## config.mk

```make
export PLATFORM = sky130hd
export DESIGN_NAME = multiport_memory
export DESIGN_NICKNAME = d
export VERILOG_FILES = /design/src/rtl/multiport_memory_pkg.sv /design/src/rtl/memory_read_port.sv /design/src/rtl/multiport_memory.sv
export VERILOG_INCLUDE_DIRS = /design/src /design/src/rtl
export SDC_FILE = /design/constraint.sdc
export NUM_CORES = 1
export LEC_CHECK = 0
export CORE_ASPECT_RATIO = 1.2
export CORE_MARGIN = 2
export CORE_UTILIZATION = 45
export CTS_CLUSTER_SIZE = 16
export DETAILED_ROUTE_END_ITERATION = 10
export GPL_TIMING_DRIVEN = 0
export PLACE_DENSITY = 0.8
export SKIP_CTS_REPAIR_TIMING = 1
export SYNTH_ARGS = -nofsm -noshare
export SYNTH_HDL_FRONTEND = slang
export SYNTH_HIERARCHICAL = 1
export SYNTH_SLANG_ARGS = --single-unit
```

## constraint.sdc

```tcl
create_clock -name clock -period 1.8 [get_ports clock]
set_input_delay 0.36 -clock clock [delete_from_list [all_inputs] [get_ports clock]]
set_output_delay 0.36 -clock clock [all_outputs]
set_load 0.03 [all_outputs]
```

## src/rtl/memory_defs.vh

```
// Shared FSM state encodings for the multiport memory.
`ifndef MEMORY_DEFS_VH
`define MEMORY_DEFS_VH

`define MEM_STATE_CLEAR 1'b0
`define MEM_STATE_READY 1'b1

`endif

```

## src/rtl/multiport_memory_pkg.sv

```systemverilog
// Types shared by the multiport memory top level and its read ports.
package multiport_memory_pkg;

`include "memory_defs.vh"

    // Clear sequencer states; encodings come from the shared header.
    typedef enum logic {
        ST_CLEAR = `MEM_STATE_CLEAR,
        ST_READY = `MEM_STATE_READY
    } mem_state_e;

endpackage

```

## src/rtl/memory_read_port.sv

```systemverilog
// One registered read port of the multiport memory: address decode with
// range check (unmatched addresses yield zero) and, when MEMORY_BYPASS_EN
// is defined, a write-first bypass of the same-cycle write.
module memory_read_port #(
    parameter int CELL_COUNT = 4,
    parameter int LINE_WIDTH = 8,
    parameter int ADDR_WIDTH = $clog2(CELL_COUNT)
) (
    input  logic                  clock,
    input  logic                  reset,
    input  logic                  active,
    input  logic                  read_enable,
    input  logic [ADDR_WIDTH-1:0] read_address,
    input  logic [LINE_WIDTH-1:0] cells [CELL_COUNT],
`ifdef MEMORY_BYPASS_EN
    input  logic                  write_enable,
    input  logic [ADDR_WIDTH-1:0] write_address,
    input  logic [LINE_WIDTH-1:0] write_data,
`endif
    output logic [LINE_WIDTH-1:0] read_data,
    output logic                  read_valid
);

    logic [LINE_WIDTH-1:0] fetch;
    logic                  take;
    logic [LINE_WIDTH-1:0] read_data_q, read_data_d;
    logic                  read_valid_q, read_valid_d;

    // Select the addressed cell (zero when out of range) and compute next outputs.
    always_comb begin
        fetch = '0;
        for (int i = 0; i < CELL_COUNT; i++) begin
            if (read_address == ADDR_WIDTH'(i)) begin
                fetch = cells[i];
            end
        end
`ifdef MEMORY_BYPASS_EN
        if (write_enable && (write_address == read_address)) begin
            fetch = write_data;
        end
`endif
        take         = active & read_enable;
        read_valid_d = take;
        read_data_d  = take ? fetch : read_data_q;
    end

    // Output registers; data holds its last value when the port is idle.
    always_ff @(posedge clock or negedge reset) begin
        if (!reset) begin
            read_data_q  <= '0;
            read_valid_q <= 1'b0;
        end else begin
            read_data_q  <= read_data_d;
            read_valid_q <= read_valid_d;
        end
    end

    assign read_data  = read_data_q;
    assign read_valid = read_valid_q;

endmodule

```

## src/rtl/multiport_memory.sv

```systemverilog
// Multiport memory: one synchronous write port, READ_PORTS registered read
// ports and a self-clearing sequencer that zeroes one cell per cycle after
// reset before raising ready. Define MEMORY_BYPASS_EN for write-first
// read-during-write behaviour; the default is read-first.
module multiport_memory
    import multiport_memory_pkg::*;
#(
    parameter int CELL_COUNT = 4,
    parameter int LINE_WIDTH = 8,
    parameter int READ_PORTS = 2,
    parameter int ADDR_WIDTH = $clog2(CELL_COUNT)
) (
    input  logic                             clock,
    input  logic                             reset,
    input  logic                             write_enable,
    input  logic [ADDR_WIDTH-1:0]            write_address,
    input  logic [LINE_WIDTH-1:0]            write_data,
    input  logic [READ_PORTS-1:0]            read_enable,
    input  logic [READ_PORTS*ADDR_WIDTH-1:0] read_address,
    output logic [READ_PORTS*LINE_WIDTH-1:0] read_data,
    output logic [READ_PORTS-1:0]            read_valid,
    output logic                             ready
);

    localparam logic [ADDR_WIDTH:0]   CELL_LIMIT = (ADDR_WIDTH + 1)'(CELL_COUNT);
    localparam logic [ADDR_WIDTH-1:0] LAST_CELL  = ADDR_WIDTH'(CELL_COUNT - 1);

    mem_state_e            state_q, state_d;
    logic [ADDR_WIDTH-1:0] clear_ptr_q, clear_ptr_d;
    logic                  ready_q, ready_d;

    logic [LINE_WIDTH-1:0] cells_q [CELL_COUNT];

    logic                  user_we;
    logic                  array_we;
    logic [ADDR_WIDTH-1:0] array_addr;
    logic [LINE_WIDTH-1:0] array_data;

    // Array write source: the clear sequencer owns the port until ready,
    // then host writes are accepted if the address is in range.
    always_comb begin
        user_we = ready_q & write_enable & ({1'b0, write_address} < CELL_LIMIT);
        if (state_q == ST_CLEAR) begin
            array_we   = 1'b1;
            array_addr = clear_ptr_q;
            array_data = '0;
        end else begin
            array_we   = user_we;
            array_addr = write_address;
            array_data = write_data;
        end
    end

    // Storage array; deliberately not reset, the sequencer zeroes it instead.
    always_ff @(posedge clock) begin
        if (array_we) begin
            cells_q[array_addr] <= array_data;
        end
    end

    // Clear sequencer next state: walk every cell, then settle in READY.
    always_comb begin
        state_d     = state_q;
        clear_ptr_d = clear_ptr_q;
        ready_d     = ready_q;
        case (state_q)
            ST_CLEAR: begin
                clear_ptr_d = clear_ptr_q + ADDR_WIDTH'(1);
                if (clear_ptr_q == LAST_CELL) begin
                    state_d     = ST_READY;
                    ready_d     = 1'b1;
                    clear_ptr_d = '0;
                end
            end
            default: begin
                state_d = ST_READY;
            end
        endcase
    end

    // Clear sequencer registers; reset restarts clearing from cell 0.
    always_ff @(posedge clock or negedge reset) begin
        if (!reset) begin
            state_q     <= ST_CLEAR;
            clear_ptr_q <= '0;
            ready_q     <= 1'b0;
        end else begin
            state_q     <= state_d;
            clear_ptr_q <= clear_ptr_d;
            ready_q     <= ready_d;
        end
    end

    assign ready = ready_q;

    for (genvar p = 0; p < READ_PORTS; p++) begin : g_port
        memory_read_port #(
            .CELL_COUNT (CELL_COUNT),
            .LINE_WIDTH (LINE_WIDTH),
            .ADDR_WIDTH (ADDR_WIDTH)
        ) u_port (
            .clock         (clock),
            .reset         (reset),
            .active        (ready_q),
            .read_enable   (read_enable[p]),
            .read_address  (read_address[p*ADDR_WIDTH +: ADDR_WIDTH]),
            .cells         (cells_q),
`ifdef MEMORY_BYPASS_EN
            .write_enable  (user_we),
            .write_address (write_address),
            .write_data    (write_data),
`endif
            .read_data     (read_data[p*LINE_WIDTH +: LINE_WIDTH]),
            .read_valid    (read_valid[p])
        );
    end

endmodule

```

==> results of run 1 <==
cell families (layout without fill, tap and decap cells):
logic type,after synthesis,after routing,synth area share [%]
buffers and inverters,9,50,2.51
multiplexers,35,35,25.1
adder cells (fa/ha/maj),1,1,0.545
AO/OA/AOI/OAI,6,6,1.75
flip-flops,54,54,65.9
AND/OR/NAND/NOR,16,16,4.15
synthesized netlist by cell type (all sizes together):
library cell / count / area share, %
a21o: 1 / 0.33
a21oi: 4 / 1.2
and2: 8 / 2.2
buf: 4 / 1.7
clkbuf: 2 / 0.33
dfrtp: 22 / 24
edfxtp: 32 / 42
ha: 1 / 0.55
inv: 3 / 0.49
mux2: 18 / 9.0
mux2i: 1 / 0.44
mux4: 16 / 16
nand2: 3 / 0.49
nand2b: 1 / 0.27
nand4: 1 / 0.27
nand4b: 1 / 0.38
o21ai: 1 / 0.22
or2: 2 / 0.55
flip-flops by register name, indices dropped and copies added (netlist names):
signal and flops:
cells_q 32, clear_ptr_q 2, g_port.u_port/read_valid 2, state_q 1
ready 1, g_port.u_port/read_data 16
power by group through the flow:
stage / sequential [uW] / combinational, uW / clock, uW
after global placement: 1420 / 370 / 0
final: 1400 / 375 / 666
after global routing: 1410 / 398 / 741
after CTS: 1400 / 379 / 693
after detailed placement: 1430 / 378 / 0
after floorplan: 1510 / 131 / 0
metal layers:
layer  track usage (%)  wire length [um]  share of wire [%]  vias up
met5                 0                 0                  0        -
met4              4.71                51                1.4        0
met3              4.37               183                4.8        5
met2              25.2              1910                 51       40
met1              18.2              1630                 43      602
li1                  -                 -                  -      545
worst max path at each step:
| stage | end | from | cells past startpoint | slack, ns |
|---|---|---|---|---|
| floorplan | cells_q[10]$_DFFE_PP_ | ready$_DFFE_PN0P_ | 2 | 0.21 |
| global placement | cells_q[6]$_DFFE_PP_ | write_enable | 3 | -0.28 |
| detailed placement | cells_q[14]$_DFFE_PP_ | write_address[0] | 3 | -0.29 |
| CTS | ready | ready$_DFFE_PN0P_ | 1 | -0.09 |
| global route | read_data[7] | g_port[0].u_port/read_data[7]$_DFFE_PN0P_ | 1 | 0.05 |
| finish | read_data[11] | g_port[1].u_port/read_data[3]$_DFFE_PN0P_ | 1 | 0.11 |
per-stage QoR:
stage	setup slack, ns	power [uW]	hold WS, ns
2_1_floorplan	0.206	1650	0.0644
3_3_place_gp	-0.278	1800	0.488
3_5_place_dp	-0.285	1810	0.499
4_1_cts	-0.0933	2470	0.518
5_1_grt	0.0480	2550	0.532
6_report	0.108	2440	0.514
layout by cell type, fill, tap and decap left out, drive strengths merged:
cell / synthesis / layout
edfxtp: 32 / 32
clkdlybuf4s50: 0 / 32
dfrtp: 22 / 22
mux2: 18 / 18
mux4: 16 / 16
clkbuf: 2 / 10
and2: 8 / 8
a21oi: 4 / 4
buf: 4 / 4
nand2: 3 / 3
inv: 3 / 3
or2: 2 / 2
nand4: 1 / 1
nand2b: 1 / 1
mux2i: 1 / 1
nand4b: 1 / 1
o21ai: 1 / 1
a21o: 1 / 1
ha: 1 / 1
dlymetal6s2s: 0 / 1
area by class of cell:
| type | instances | area share, % |
|---|---|---|
| flip-flops and latches | 54 | 54.0 |
| multi-input cells | 58 | 26.2 |
| repair buffers | 33 | 11.9 |
| clock buffers | 8 | 3.22 |
| well taps | 60 | 2.68 |
| plain buffers | 6 | 1.65 |
| inverters | 3 | 0.402 |
==> results.toml, run 1 <==
[run_status]
status = "complete, no violations"

[power]
power_frac_clock_pct = 27.3
p_per_area_mw_per_mm2 = 873
power.internal_uw = 1880
p_sw_uw = 567
p_leak_uw = 0.00102
combPwrFrac_pct = 15.3
netSwitchingFraction_pct = 23.2
vdd_drop_max_uv = 544
p_seq_share_pct = 57.4

[die]
die_x_um = 69.2
start_util_pct = 46.4
io_pins = 38
core_mm2 = 0.00494
rows = 28
die_area_mm2 = 0.00569
die_h_um = 82.2

[critical_path]
max_stage_delay_ns = 0.67
r2r_cells = 3
critical-path-top-delay-family = "buffers and inverters"
path_cells = "clkdlybuf4s50_1"
r2r_slack_ns = 0.19
crit_buf_inv = 1
startpoint_type = "flip-flop"
arrival_ns = 1.33
critical-path-slowest-cell = "clkdlybuf4s50_1"
end_kind = "output port"
crit_path_max_fanout = 2
r2r_end = "cells_q[24]$_DFFE_PP_"
required_ns = 1.44
crit_type = "reg -> out"
r2r-start = "state_q$_DFF_PN0_"

[clocking]
cts-buffers-inserted = 5
cts.clk_slew.worst_paths_ns = 0.09
h-tree-depth = 2
cts_tree = "built"
cts.sinks = 54
clockRootBuffer = "clkbuf_8"
clock_path_buffers = 2
clkLatencyLatePin_ns = 0.30

[global_routing]
gr-total-overflow = 0
grt_pass1_vias = 1254
grt_max_degree = 23
grt_pass1_wl_mm = 6.24
grt_usage_pct = 14.7
antenna_found_initial = 0

[final_layout]
drive_gt1_share_pct = 29.6
area_growth_syn_to_layout_pct = 22.0
fillers = 374
ff_latch_area_mm2 = 0.00151
stdcell_area_mm2 = 0.00280
finalNonFillerCells = 222
utilization_pct = 56.7
nNetsFinal = 181
n_antenna_cell = 0
multiInputGateArea_um2 = 732

[sta]
fin_skew_ns = 0.00570
setup_viol = 0
tightest_slew_ns = 1.02
finalSetupTns_ns = 0
slew_headroom_pct = 31.6
slew_viol_final = 0
rsz0062_at_grt = "false"
period_minus_slack_ns = 1.69
fmax_mhz = 591
hold_viol = 0
post-route-period-util_pct = 94.0

[route]
wl_per_cell_um = 17.0
finalWirelength_mm = 3.77
avgViaCountPerCell = 5.37
vias = 1192
drcViolationCount = 0
antenna_left = 0
first_pass_iters = 4
drtIter0Drc = 37

[synthesis]
yosysSeqAreaShare_pct = 65.9
synthDistinctLibCells = 22
yosysWarnings = 6
ys_seq_elements = 54
synth.avg_cell_area_um2 = 19.0
synth_area_mm2 = 0.00229
synth_nets = 141
synth_cells = 121

[worst_hold_path]
hold_end = "g_port[1].u_port/read_data[4]$_DFFE_PN0P_"
hp-class = "reg -> reg"
hold_path_depth = 1
hp-start = "g_port[1].u_port/read_data[4]$_DFFE_PN0P_"

[placement]
placedCellCount = 214
gp_congestion = 0.723
dpl.hpwl_mm = 2.92
numPortBuffers = 33
placed_area_mm2 = 0.00270

[run]
drv_cap = 0
(Power assumes the default switching activity.)
==> run 2, diff against run 1 <==
Settings changed: CAP_MARGIN set to 20, REMOVE_ABC_BUFFERS set to 1.
==> run 2 against run 1 <==
Compared with the run above: clock-buffer cell count is 1 lower; maximum frequency is 0.86% lower; flip-flop and latch count stayed put; highest routed layer unchanged; clock skew is 0.0027 ns higher; largest cell class unchanged; combinational power is 3% higher; worst setup slack worse by 0.015 ns; die area stayed put; final cell count is 0.45% lower; routed wire length is 2.8% lower.
==> results.toml, run 2 (synthesis results as in run 1) <==
[final_layout]
largest_reg_flops = 32
area_growth_syn_to_layout_pct = 23.9
finalNonFillerCells = 221
n_antenna_cell = 0
utilization_pct = 57.5
nNetsFinal = 180
mostFrequentLayoutCells = "clkdlybuf4s50_1 (34), edfxtp_1 (32), dfrtp_1 (21)"
fillers = 375
regMostFlops = "cells_q"
drive_gt1_share_pct = 28.6
layout_commonest_cell = "clkdlybuf4s50_1"

[die]
die_x_um = 69.2
rows = 28
start_util_pct = 46.4
die_h_um = 82.2
die_area_mm2 = 0.00569
io_pins = 38
core_mm2 = 0.00494

[route]
avgViaCountPerCell = 5.26
first_pass_iters = 4
antenna_left = 0
drcViolationCount = 0
wl_per_cell_um = 16.6
drtIter0Drc = 38
finalWirelength_mm = 3.67
vias = 1163

[critical_path]
crit_buf_inv = 1
critical-path-slowest-cell = "clkdlybuf4s50_1"
path_cells = "clkdlybuf4s50_1"
arrival_ns = 1.35
max_stage_delay_ns = 0.68
required_ns = 1.44
startpoint_type = "flip-flop"
critical-path-top-delay-family = "buffers and inverters"
crit_type = "reg -> out"
end_kind = "output port"
crit_path_max_fanout = 2

[run_status]
status = "complete, no violations"

[global_routing]
grt_pass1_vias = 1276
gr-total-overflow = 0
grt_pass1_wl_mm = 6.02
antenna_found_initial = 0
grt_max_degree = 23
grt_usage_pct = 13.8

[sta]
fmax_mhz = 586
rsz0062_at_grt = "false"
post-route-period-util_pct = 94.8
slew_viol_final = 0
period_minus_slack_ns = 1.71
fin_skew_ns = 0.00845
slew_headroom_pct = 63.1
setup_viol = 0
hold_viol = 0
tightest_slew_ns = 0.552

[placement]
gp_congestion = 0.705
dpl.hpwl_mm = 2.89
numPortBuffers = 37
placedCellCount = 212

[clocking]
clkLatencyLatePin_ns = 0.30
h-tree-depth = 2
clockRootBuffer = "clkbuf_8"
cts.clk_slew.worst_paths_ns = 0.08
cts-buffers-inserted = 5
cts_tree = "built"
clock_path_buffers = 2
cts.sinks = 54

[power]
p_per_area_mw_per_mm2 = 896
vdd_drop_max_uv = 412
p_leak_uw = 0.00105

[run]
drv_cap = 0

[worst_hold_path]
hp-class = "in -> async"
run 2: cell types whose count changed in the layout (fill, tap and decap cells not counted), sizes merged:
| cell | previous run | this run |
|---|---|---|
| dlymetal6s2s | 1 | 3 |
| bufinv | 0 | 1 |
| clkdlybuf4s50 | 32 | 34 |
| buf | 4 | 1 |
| clkbuf | 10 | 7 |
run 2: area by class of cell:
cell class / instances / area [um2] / area share (%)
multi-input combinational: 58 / 732 / 25.7
clock buffer: 7 / 76.3 / 2.68
inverter: 3 / 11.3 / 0.396
clock inverter: 1 / 30.0 / 1.06
sequential: 54 / 1510 / 53.2
tap: 60 / 75.1 / 2.64
timing repair buffer: 38 / 405 / 14.3
run 2: worst paths after layout:
check | startpoint | endpoint | slack (ns) | cells past startpoint
worst max-delay path | g_port[0].u_port/read_data[1]$_DFFE_PN0P_ | read_data[1] | 0.09 | 1
worst min-delay path | reset | clear_ptr_q[0]$_DFFE_PN0N_ | 0.33 | 1
worst max register to register | state_q$_DFF_PN0_ | cells_q[22]$_DFFE_PP_ | 0.17 | 2
worst min register to register | g_port[0].u_port/read_data[2]$_DFFE_PN0P_ | g_port[0].u_port/read_data[2]$_DFFE_PN0P_ | 0.51 | 1
max in group asynchronous | reset | g_port[1].u_port/read_data[2]$_DFFE_PN0P_ | 1.07 | 2
min in group clock | g_port[0].u_port/read_data[2]$_DFFE_PN0P_ | g_port[0].u_port/read_data[2]$_DFFE_PN0P_ | 0.51 | 1
run 2: routing by layer:
layer | GRT usage, % | wire length [um] | vias to the layer above
li1 | - | - | 543
met1 | 14.6 | 1330 | 587
met2 | 26.8 | 2150 | 28
met3 | 3.76 | 146 | 5
met4 | 4.71 | 46 | 0
met5 | 0 | 0 | -
run 2: where the power goes:
part / switching [uW] / internal [uW]
logic: 191 / 194
registers: 28.1 / 1370
clock network: 342 / 416
run 2: stage by stage:
stage          total power (uW)  hold slack [ns]  setup slack, ns  setup TNS, ns  area, um2
2_1_floorplan              1630           0.0644            0.167              0       2250
3_3_place_gp               1800            0.492           -0.351          -9.30       2690
3_5_place_dp               1810            0.497           -0.379         -11.30       2690
4_1_cts                    2560            0.518           -0.175          -2.80       2800
5_1_grt                    2650            0.336           0.0432              0       2840
6_report                   2550            0.330           0.0934              0       2840
==> run 3, diff against run 2 <==
Settings changed: MAX_ROUTING_LAYER set to met4.
==> run 3 against run 2 <==
Compared with the run above: non-clock buffer count unchanged; via count is 0.17% higher; final cell count did not move; maximum frequency about the same; total power hardly changed; critical endpoint unchanged; highest routed layer unchanged; flip-flop and latch count is the same; combinational power about the same; worst setup slack barely moved; final area unchanged; critical path depth unchanged; first-iteration DRC count up 7.9%; global-route usage increased by 0.42 points.
==> results.toml, run 3 (synthesis results as in run 1) <==
[run_status]
status = "complete, no violations"

[global_routing]
antenna_found_initial = 0
gr-total-overflow = 0
grt_pass1_vias = 1277
grt_pass1_wl_mm = 6.02
grt_usage_pct = 14.2
grt_max_degree = 23

[critical_path]
end_kind = "output port"
startpoint_type = "flip-flop"
max_stage_delay_ns = 0.68
arrival_ns = 1.35
path_cells = "clkdlybuf4s50_1"
crit_path_max_fanout = 2
critical-path-top-delay-family = "buffers and inverters"
critical-path-slowest-cell = "clkdlybuf4s50_1"
crit_buf_inv = 1
crit_type = "reg -> out"
required_ns = 1.44

[sta]
slew_viol_final = 0
hold_viol = 0
hold_ws_ns = 0.330
rsz0062_at_grt = "false"
finalSetupTns_ns = 0
post-route-period-util_pct = 94.8
tightest_slew_ns = 0.552
setup_viol = 0
period_minus_slack_ns = 1.71
fin_skew_ns = 0.00825
fmax_mhz = 586
slew_headroom_pct = 63.1
layout_setup_ws_ns = 0.0936

[die]
io_pins = 38
die_area_mm2 = 0.00569
rows = 28
core_mm2 = 0.00494
start_util_pct = 46.4
die_h_um = 82.2
die_x_um = 69.2

[power]
combPwrFrac_pct = 15.1
p_seq_share_pct = 55.1
power_frac_clock_pct = 29.8
p_sw_uw = 561
p_leak_uw = 0.00105
vdd_drop_max_uv = 412
power.internal_uw = 1980
finalPower_uw = 2550
p_per_area_mw_per_mm2 = 896
netSwitchingFraction_pct = 22.0

[final_layout]
multiInputGateArea_um2 = 732
fillers = 375
regMostFlops = "cells_q"
largest_reg_flops = 32
area_growth_syn_to_layout_pct = 23.9
finalNonFillerCells = 221
n_antenna_cell = 0
drive_gt1_share_pct = 28.6
ff_latch_area_mm2 = 0.00151
layout_commonest_cell = "clkdlybuf4s50_1"
mostFrequentLayoutCells = "clkdlybuf4s50_1 (34), edfxtp_1 (32), dfrtp_1 (21)"
nNetsFinal = 180

[route]
avgViaCountPerCell = 5.27
finalWirelength_mm = 3.68
wl_per_cell_um = 16.6
drcViolationCount = 0
drtIter0Drc = 41
antenna_left = 0
vias = 1165
first_pass_iters = 4

[clocking]
clkLatencyLatePin_ns = 0.30
cts.sinks = 54
clockRootBuffer = "clkbuf_8"
cts-buffers-inserted = 5
cts_tree = "built"
clock_path_buffers = 2
cts.clk_slew.worst_paths_ns = 0.08
h-tree-depth = 2

[placement]
pre_cts_slack_ns = -0.379
placedCellCount = 212
dpl.hpwl_mm = 2.89
gp_congestion = 0.712
numPortBuffers = 37

[worst_hold_path]
hp-class = "in -> async"

[run]
drv_cap = 0
[run 3: cell counts in the layout (fill, tap and decap cells not counted)]
Identical to the previous run, type by type.
[run 3: through the flow]
step	utilization [%]	instance area, um2
after global routing	57.5	2840
after CTS	56.7	2800
after global placement	54.5	2690
after detailed placement	54.5	2690
final	57.5	2840
after floorplan	-	2250
[run 3: path summary, 6_finish.rpt]
| check | slack [ns] | to | cells past startpoint | start |
|---|---|---|---|---|
| max in group asynchronous | 1.07 | g_port[1].u_port/read_data[2]$_DFFE_PN0P_ | 2 | reset |
| hold reg to reg | 0.51 | g_port[0].u_port/read_data[2]$_DFFE_PN0P_ | 1 | g_port[0].u_port/read_data[2]$_DFFE_PN0P_ |
| setup reg to reg | 0.17 | cells_q[22]$_DFFE_PP_ | 2 | state_q$_DFF_PN0_ |
| setup / recovery | 0.09 | read_data[1] | 1 | g_port[0].u_port/read_data[1]$_DFFE_PN0P_ |
| min in group clock | 0.51 | g_port[0].u_port/read_data[2]$_DFFE_PN0P_ | 1 | g_port[0].u_port/read_data[2]$_DFFE_PN0P_ |
| hold / removal | 0.33 | clear_ptr_q[0]$_DFFE_PN0N_ | 1 | reset |
[run 3: power groups by stage]
stage	Clock [uW]	Sequential, uW	Combinational (uW)
2_1_floorplan	0	1510	114
3_3_place_gp	0	1430	370
3_5_place_dp	0	1430	380
4_1_cts	779	1400	381
5_1_grt	835	1410	407
6_report	758	1400	385
[run 3: final cells by class]
| cell class | instances | area share (%) |
|---|---|---|
| sequential | 54 | 53.2 |
| multi-input combinational | 58 | 25.7 |
| timing repair buffer | 38 | 14.3 |
| clock buffer | 7 | 2.68 |
| tap | 60 | 2.64 |
| clock inverter | 1 | 1.06 |
| inverter | 3 | 0.396 |
[run 3: metal layers]
metal / vias up / part of all wire (%) / global-route usage, %
li1: 543 / - / -
met1: 589 / 36 / 14.5
met2: 28 / 59 / 26.9
met3: 5 / 4.1 / 3.76
met4: 0 / 1.2 / 4.71
met5: - / 0 / -
